$ cat src/rtl/shift_pkg.sv
// Shared encodings for the multi-cycle shift sequencer: operation modes and FSM states.
package shift_pkg;

  localparam int unsigned MODE_W = 3;

  typedef enum logic [MODE_W-1:0] {
    MODE_LSR  = 3'b000,
    MODE_LSL  = 3'b001,
    MODE_ASR  = 3'b010,
    MODE_ASL  = 3'b011,
    MODE_ROR  = 3'b100,
    MODE_ROL  = 3'b101,
    MODE_PASS = 3'b110
  } mode_e;

  typedef enum logic [1:0] {
    ST_IDLE  = 2'd0,
    ST_SHIFT = 2'd1,
    ST_DONE  = 2'd2
  } state_e;

  // Both 110 and 111 mean pass-through.
  function automatic logic mode_is_pass(input logic [MODE_W-1:0] mode);
    return mode[2] & mode[1];
  endfunction

endpackage

$ cat src/rtl/shift_step_8b.sv
// One single-bit shift/rotate step: next data, bit shifted out, and ASL sign-change flag.
module shift_step_8b
  import shift_pkg::*;
#(
  parameter int unsigned WIDTH = 8
) (
  input  logic [WIDTH-1:0] data_i,
  input  mode_e            mode_i,
  output logic [WIDTH-1:0] data_o,
  output logic             carry_o,
  output logic             ovf_o
);

  always_comb begin
    data_o  = data_i;
    carry_o = 1'b0;
    ovf_o   = 1'b0;
    case (mode_i)
      MODE_LSR: begin
        data_o  = {1'b0, data_i[WIDTH-1:1]};
        carry_o = data_i[0];
      end
      MODE_LSL: begin
        data_o  = {data_i[WIDTH-2:0], 1'b0};
        carry_o = data_i[WIDTH-1];
      end
      MODE_ASR: begin
        data_o  = {data_i[WIDTH-1], data_i[WIDTH-1:1]};
        carry_o = data_i[0];
      end
      MODE_ASL: begin
        data_o  = {data_i[WIDTH-2:0], 1'b0};
        carry_o = data_i[WIDTH-1];
        // Sign flips when the two top bits differ before the step.
        ovf_o   = data_i[WIDTH-1] ^ data_i[WIDTH-2];
      end
      MODE_ROR: begin
        data_o  = {data_i[0], data_i[WIDTH-1:1]};
        carry_o = data_i[0];
      end
      MODE_ROL: begin
        data_o  = {data_i[WIDTH-2:0], data_i[WIDTH-1]};
        carry_o = data_i[WIDTH-1];
      end
      default: ;
    endcase
  end

endmodule

$ cat src/rtl/shift_sequencer_8b.sv
// Multi-cycle shifter: accepts one command, applies one bit step per cycle, holds result until taken.
module shift_sequencer_8b
  import shift_pkg::*;
#(
  parameter int unsigned WIDTH = 8,
  parameter int unsigned AMT_W = 3
) (
  input  logic             clk,
  input  logic             rst_,
  input  logic             in_valid,
  output logic             in_ready,
  input  logic [WIDTH-1:0] in_data,
  input  logic [2:0]       in_mode,
  input  logic [AMT_W-1:0] in_amt,
  output logic             out_valid,
  input  logic             out_ready,
  output logic [WIDTH-1:0] out_data,
  output logic             out_carry,
  output logic             out_ovf,
  output logic             out_zero,
  output logic             busy
);

  state_e           state_q, state_d;
  logic [WIDTH-1:0] data_q,  data_d;
  mode_e            mode_q,  mode_d;
  logic [AMT_W-1:0] cnt_q,   cnt_d;
  logic             carry_q, carry_d;
  logic             ovf_q,   ovf_d;

  logic [WIDTH-1:0] step_data;
  logic             step_carry;
  logic             step_ovf;

  shift_step_8b #(.WIDTH(WIDTH)) u_step (
    .data_i  (data_q),
    .mode_i  (mode_q),
    .data_o  (step_data),
    .carry_o (step_carry),
    .ovf_o   (step_ovf)
  );

  always_ff @(posedge clk or negedge rst_) begin
    if (!rst_) begin
      state_q <= ST_IDLE;
      data_q  <= '0;
      mode_q  <= MODE_PASS;
      cnt_q   <= '0;
      carry_q <= 1'b0;
      ovf_q   <= 1'b0;
    end else begin
      state_q <= state_d;
      data_q  <= data_d;
      mode_q  <= mode_d;
      cnt_q   <= cnt_d;
      carry_q <= carry_d;
      ovf_q   <= ovf_d;
    end
  end

  always_comb begin
    state_d = state_q;
    data_d  = data_q;
    mode_d  = mode_q;
    cnt_d   = cnt_q;
    carry_d = carry_q;
    ovf_d   = ovf_q;
    case (state_q)
      ST_IDLE: begin
        if (in_valid) begin
          data_d  = in_data;
          mode_d  = mode_e'(in_mode);
          carry_d = 1'b0;
          ovf_d   = 1'b0;
          if ((in_amt != '0) && !mode_is_pass(in_mode)) begin
            cnt_d   = in_amt;
            state_d = ST_SHIFT;
          end else begin
            cnt_d   = '0;
            state_d = ST_DONE;
          end
        end
      end
      ST_SHIFT: begin
        data_d  = step_data;
        carry_d = step_carry;
        ovf_d   = ovf_q | step_ovf;
        cnt_d   = cnt_q - AMT_W'(1);
        if (cnt_q == AMT_W'(1)) begin
          state_d = ST_DONE;
        end
      end
      ST_DONE: begin
        if (out_ready) begin
          state_d = ST_IDLE;
        end
      end
      default: state_d = ST_IDLE;
    endcase
  end

  // Handshake flags decode straight from the state register.
  assign in_ready  = (state_q == ST_IDLE);
  assign out_valid = (state_q == ST_DONE);
  assign busy      = (state_q != ST_IDLE);
  assign out_data  = data_q;
  assign out_carry = carry_q;
  assign out_ovf   = ovf_q;
  assign out_zero  = ~|data_q;

endmodule
$ cat config.mk
export PLATFORM = sky130hd
export DESIGN_NAME = shift_sequencer_8b
export DESIGN_NICKNAME = d
export VERILOG_FILES = /design/src/rtl/shift_pkg.sv /design/src/rtl/shift_step_8b.sv /design/src/rtl/shift_sequencer_8b.sv
export SDC_FILE = /design/constraint.sdc
export NUM_CORES = 1
export LEC_CHECK = 0
export CORE_MARGIN = 2
export CORE_UTILIZATION = 49
export DETAILED_ROUTE_END_ITERATION = 16
export PLACE_DENSITY = 0.86
export SLEW_MARGIN = 20
export SYNTH_ARGS = -nofsm -noshare
export SYNTH_HDL_FRONTEND = slang
export SYNTH_SLANG_ARGS = --single-unit
$ cat constraint.sdc
create_clock -name clk -period 3.4 [get_ports clk]
set_input_delay 0.68 -clock clk [delete_from_list [all_inputs] [get_ports clk]]
set_output_delay 0.68 -clock clk [all_outputs]
set_load 0.05 [all_outputs]
; ---- Yosys cells after proc, flatten, opt, wreduce, memory -nomap -nowiden
; Cells that the tools add are included.
[op_classes]
add_sub_neg = 1
eq_ne = 14
mux = 16
bitwise = 3
n_reduce_logical = 17
[ops]
columns = cell, n
row1 = one-hot mux 8 bit (5 select lines), 1
row2 = one-hot mux 8 bit (2 select lines), 1
row3 = 2-to-1 mux 2 bit, 4
row4 = 2-to-1 mux 8 bit, 1
row5 = OR reduction 8 bit, 1
row6 = "== test 3 x 1 -> 1 bit, second input constant", 2
row7 = "== test 3 x 2 -> 1 bit, second input constant", 2
row8 = "== test 3 bit, second input constant", 2
row9 = 2-to-1 mux 3 bit, 2
row10 = "!= test 2 bit, second input constant", 3
row11 = "!= test 6 x 2 -> 1 bit, second input constant", 1
row12 = one-hot mux 1 bit (2 select lines), 3
row13 = one-hot mux 2 bit (3 select lines), 1
row14 = one-hot mux 3 bit (2 select lines), 1
row15 = AND reduction 3 bit, 2
row16 = OR reduction 3 bit, 2
row17 = "!= test 5 x 2 -> 1 bit, second input constant", 1
row18 = AND reduction 2 bit, 2
row19 = AND reduction 4 bit, 1
row20 = nonzero test 2 bit, 2
row21 = logical NOT 3 bit, 1
row22 = nonzero test 3 bit, 1
row23 = "subtractor 3 x 1 -> 3 bit, second input constant", 1
row24 = "== test 2 x 1 -> 1 bit, second input constant", 1
row25 = 10 further kinds, 12
[word_totals]
regBits = 18
inputBits = 18
output_inout_bits = 14

; ---- Logic depth before layout (Yosys ltp)
[logic_depth]
depth_word = 6
ltp_mapped = 5
depth_no_buf = 5

; ---- Hierarchy
; From an unflattened synthesis, not the netlist that was laid out.
[unflattened]
cells_unflattened = 142
area_unflattened_um2 = 1273.7
[by_module_without_submodules]
columns = mod, instances, cells_per_inst, area_each_um2, seq_area_each_um2
row1 = shift_sequencer_8b, 1, 105, 988.4, 452.9
row2 = shift_step_8b, 1, 37, 285.3, 0.0

; ---- Least setup slack after synthesis
; No wires, ideal clock.
[synth_path]
kind = register -> output
startpoint = reg state_q[1]
endpoint = out busy
t_arrival_ns = 1.728
t_required_ns = 2.720
path_slack_ns = 0.992
path_stages_with_launch = 4
n_path_buf = 1
cell_sequence = dfrtp_1 > buf_2 > nor2_1 > inv_1
[synth_between]
elab_chain_len = 1
[synth_rtl]
columns = element, line
row1 = "start, declared", shift_sequencer_8b.sv:24  ; state_e state_q, state_d;
row2 = "start signal, assigned", shift_sequencer_8b.sv:52  ; state_q <= state_d;
row3 = nonzero test 2 bit, shift_sequencer_8b.sv:105  ; assign busy = (state_q != ST_IDLE);
row4 = "end, declared", shift_sequencer_8b.sv:21  ; output logic busy
; No other way between the ends.

; ---- Worst setup path in the final report
[layout_path]
startpoint = reg state_q[1]
endpoint = out out_valid
[layout_between]
elab_chain_len = 1
[layout_rtl]
columns = element, line
row1 = == test 2 bit, shift_sequencer_8b.sv:104  ; assign out_valid = (state_q == ST_DONE);
row2 = "end, declared", shift_sequencer_8b.sv:15  ; output logic out_valid,
; No other way between the ends.

==> impl_metrics.ini <==
[grt]
grt_pass1_vias = 906
antenna_found_initial = 0
grt_max_degree = 23
grt.total_usage_pct = 21.7
grt-ovfl-total = 0
grt_first_pass_wirelength_um = 4400

[setup_path]
crit_family = buffers and inverters
cp-end-kind = output pin
cp_slowest_stage_delay_ns = 0.83
cp.buffers_inverters = 1
worstPathRequired_ns = 2.72
crit_path_top_delay_cell = clkdlybuf4s50_1
path_cells = nor2b_1 -> clkdlybuf4s50_1
critPathLaunchType = flop
criticalPathCategory = flop to output pin
worstPathArrival_ns = 2.13
cp_max_fo = 22

[placement]
dp.cells = 167
finalWeightedCongestion = 0.772
portBuffers = 31
dpl.hpwl_um = 1960

[die]
dieArea_um2 = 2810
die_h_um = 53.0
coreArea_um2 = 2230
dieWidth_um = 53.0
io_pins = 32
core.rowCount = 17
initial_core_util_pct = 52.6

[layout]
fin_nets = 165
drive_gt1_share_pct = 12.6
nFillCells = 184
syn2layout_area_growth_pct = 29.5
multi_input_area_um2 = 661
diodes = 0
layout_common_cells = clkdlybuf4s50_1 (31), dfrtp_1 (16), nand3b_1 (9)
register_area_um2 = 453
stdcell_count = 171
layout_commonest_cell = clkdlybuf4s50_1

[clocking]
clkSinkCount = 18
clockRootBuffer = clkbuf_4
cts_resized = 0
ctsHoldBuffers = 0
cts_inserted_buffers = 3
cts_max_path_buffers = 2
path_clk_slew_ns = 0.11
cts_max_level = 1
clk_latency_ns = 0.30
cts_tree = done
cts_setup_buffers = 0

[yosys]
yosysTopAreaCell = dfrtp_1
yosysSeqAreaShare_pct = 38.6
synthesis.area_um2 = 1170
synth-seq-cells = 18
synth_top_area_share_pct = 34.1
synthArstFlopShare_pct = 100
syn_area_per_cell_um2 = 10.2
synth_cell_type_count = 41
synth_warnings = 0
synth_cells = 115
syn_nets = 136
synth_edf_count = 0
synthTopCellsByArea = dfrtp_1 (34%), nand3b_1 (5.8%), mux2i_1 (5.1%)
synth_top_flop_cell = dfrtp_1

[sta]
finalCriticalPeriod_ns = 2.81
fin_crit_sh_pct = 82.5
slew_headroom_pct = 44.0
fin_setup_tns_ns = 0
setup_viol = 0
fmax_mhz = 356
worstMarginPinSlew_ns = 0.837
hold_viol = 0
maxSlewViolCount = 0
rsz0062_at_grt = no
fin_skew_ns = 0.00459

[drt]
wl_met1_um = 1250
totalWireLength_um = 2690
ant_nets = 0
route.detailed.drc = 0
wl_per_cell_um = 15.7
vias_per_cell = 5.91
route.met2.wl_um = 1260
top_layer = met4
wl_met3_um = 123
routed-via-count = 1011
first_iter_violations = 26
drt-pass1-iter-count = 4

[pwr]
p_leak_nw = 0.618
p_per_area_nw_per_um2 = 1070
vdd_drop_max_mv = 0.722

[run_status]
status = finished, final reports clean

[job]
maxCapViolations = 0

[min_path]
hp-class = flop to flop
## metrics by stage
stage               total power, mW  setup slack (ns)  hold slack [ns]  utilization (%)  cell area [um2]
floorplan                      1.22             0.992            0.384                -             1170
global placement               1.47              1.02            0.470             66.5             1490
detailed placement             1.50             0.974            0.480             66.5             1490
CTS                            1.64             0.628            0.504             68.1             1520
global route                   1.74             0.527            0.544             68.1             1520
finish                         1.63             0.595            0.498             68.1             1520
## synthesized netlist by cell type (3+ instances only)
library cell	n
dfrtp_1	16
nand3b_1	9
buf_2	7
inv_1	7
o21a_1	7
mux2i_1	6
o32a_1	6
nor2_1	5
mux2_2	4
nand2_1	4
nand2b_1	4
ha_1	3
## cells by family (layout without fill, tap and decap cells)
logic type | Yosys count | in the layout | share of synthesized area (%)
buf+inv | 14 | 42 | 5.22
fa+ha+maj | 3 | 3 | 3.20
simple gates | 36 | 36 | 19.5
compound gates | 34 | 34 | 24.6
mux | 10 | 10 | 8.95
flops | 18 | 18 | 38.6
## path summary, 6_finish.rpt
| path | to | cells after the start | slack [ns] | from |
|---|---|---|---|---|
| setup / recovery | out_valid | 2 | 0.59 | state_q[1] |
| hold / removal | out_carry | 1 | 0.50 | out_carry |
| setup reg to reg | mode_q[0] | 2 | 1.65 | state_q[1] |
| hold reg to reg | out_carry | 1 | 0.50 | out_carry |
| max in group asynchronous | cnt_q[0] | 1 | 2.04 | rst_ |
| min in group asynchronous | out_data[4] | 1 | 0.84 | rst_ |
## layout make-up
cell class,instances,area share [%]
multi-input cells,83,43.4
flip-flops and latches,18,29.8
repair buffers,31,20.4
clock buffers,4,2.38
well taps,28,2.30
inverters,7,1.73
## sequential cells by signal (all words and copies together), names as in the netlist
signal / flops
out_ovf: 1
state_q: 2
out_data: 8
cnt_q: 3
mode_q: 3
out_carry: 1
## layer usage
metal | vias to the layer above | track usage [%]
met4 | 0 | 7.69
met3 | 7 | 2.54
met5 | - | 0
met1 | 484 | 29.2
li1 | 488 | -
met2 | 32 | 36.0
## report_power, final
| part | internal (mW) | leakage (nW) | switching, mW |
|---|---|---|---|
| registers | 0.330 | 0.213 | 0.177 |
| logic | 0.433 | 0.384 | 0.556 |
| clock network | 0.0654 | 0.0210 | 0.0721 |
| total | 0.829 | 0.618 | 0.805 |
## worst register-to-register path: stages (launching register included)
cell	delay, ns
dfrtp_1	0.61
nor3b_2	0.63
mux2_2	0.41
No activity file was read; power rests on OpenSTA's default activity.
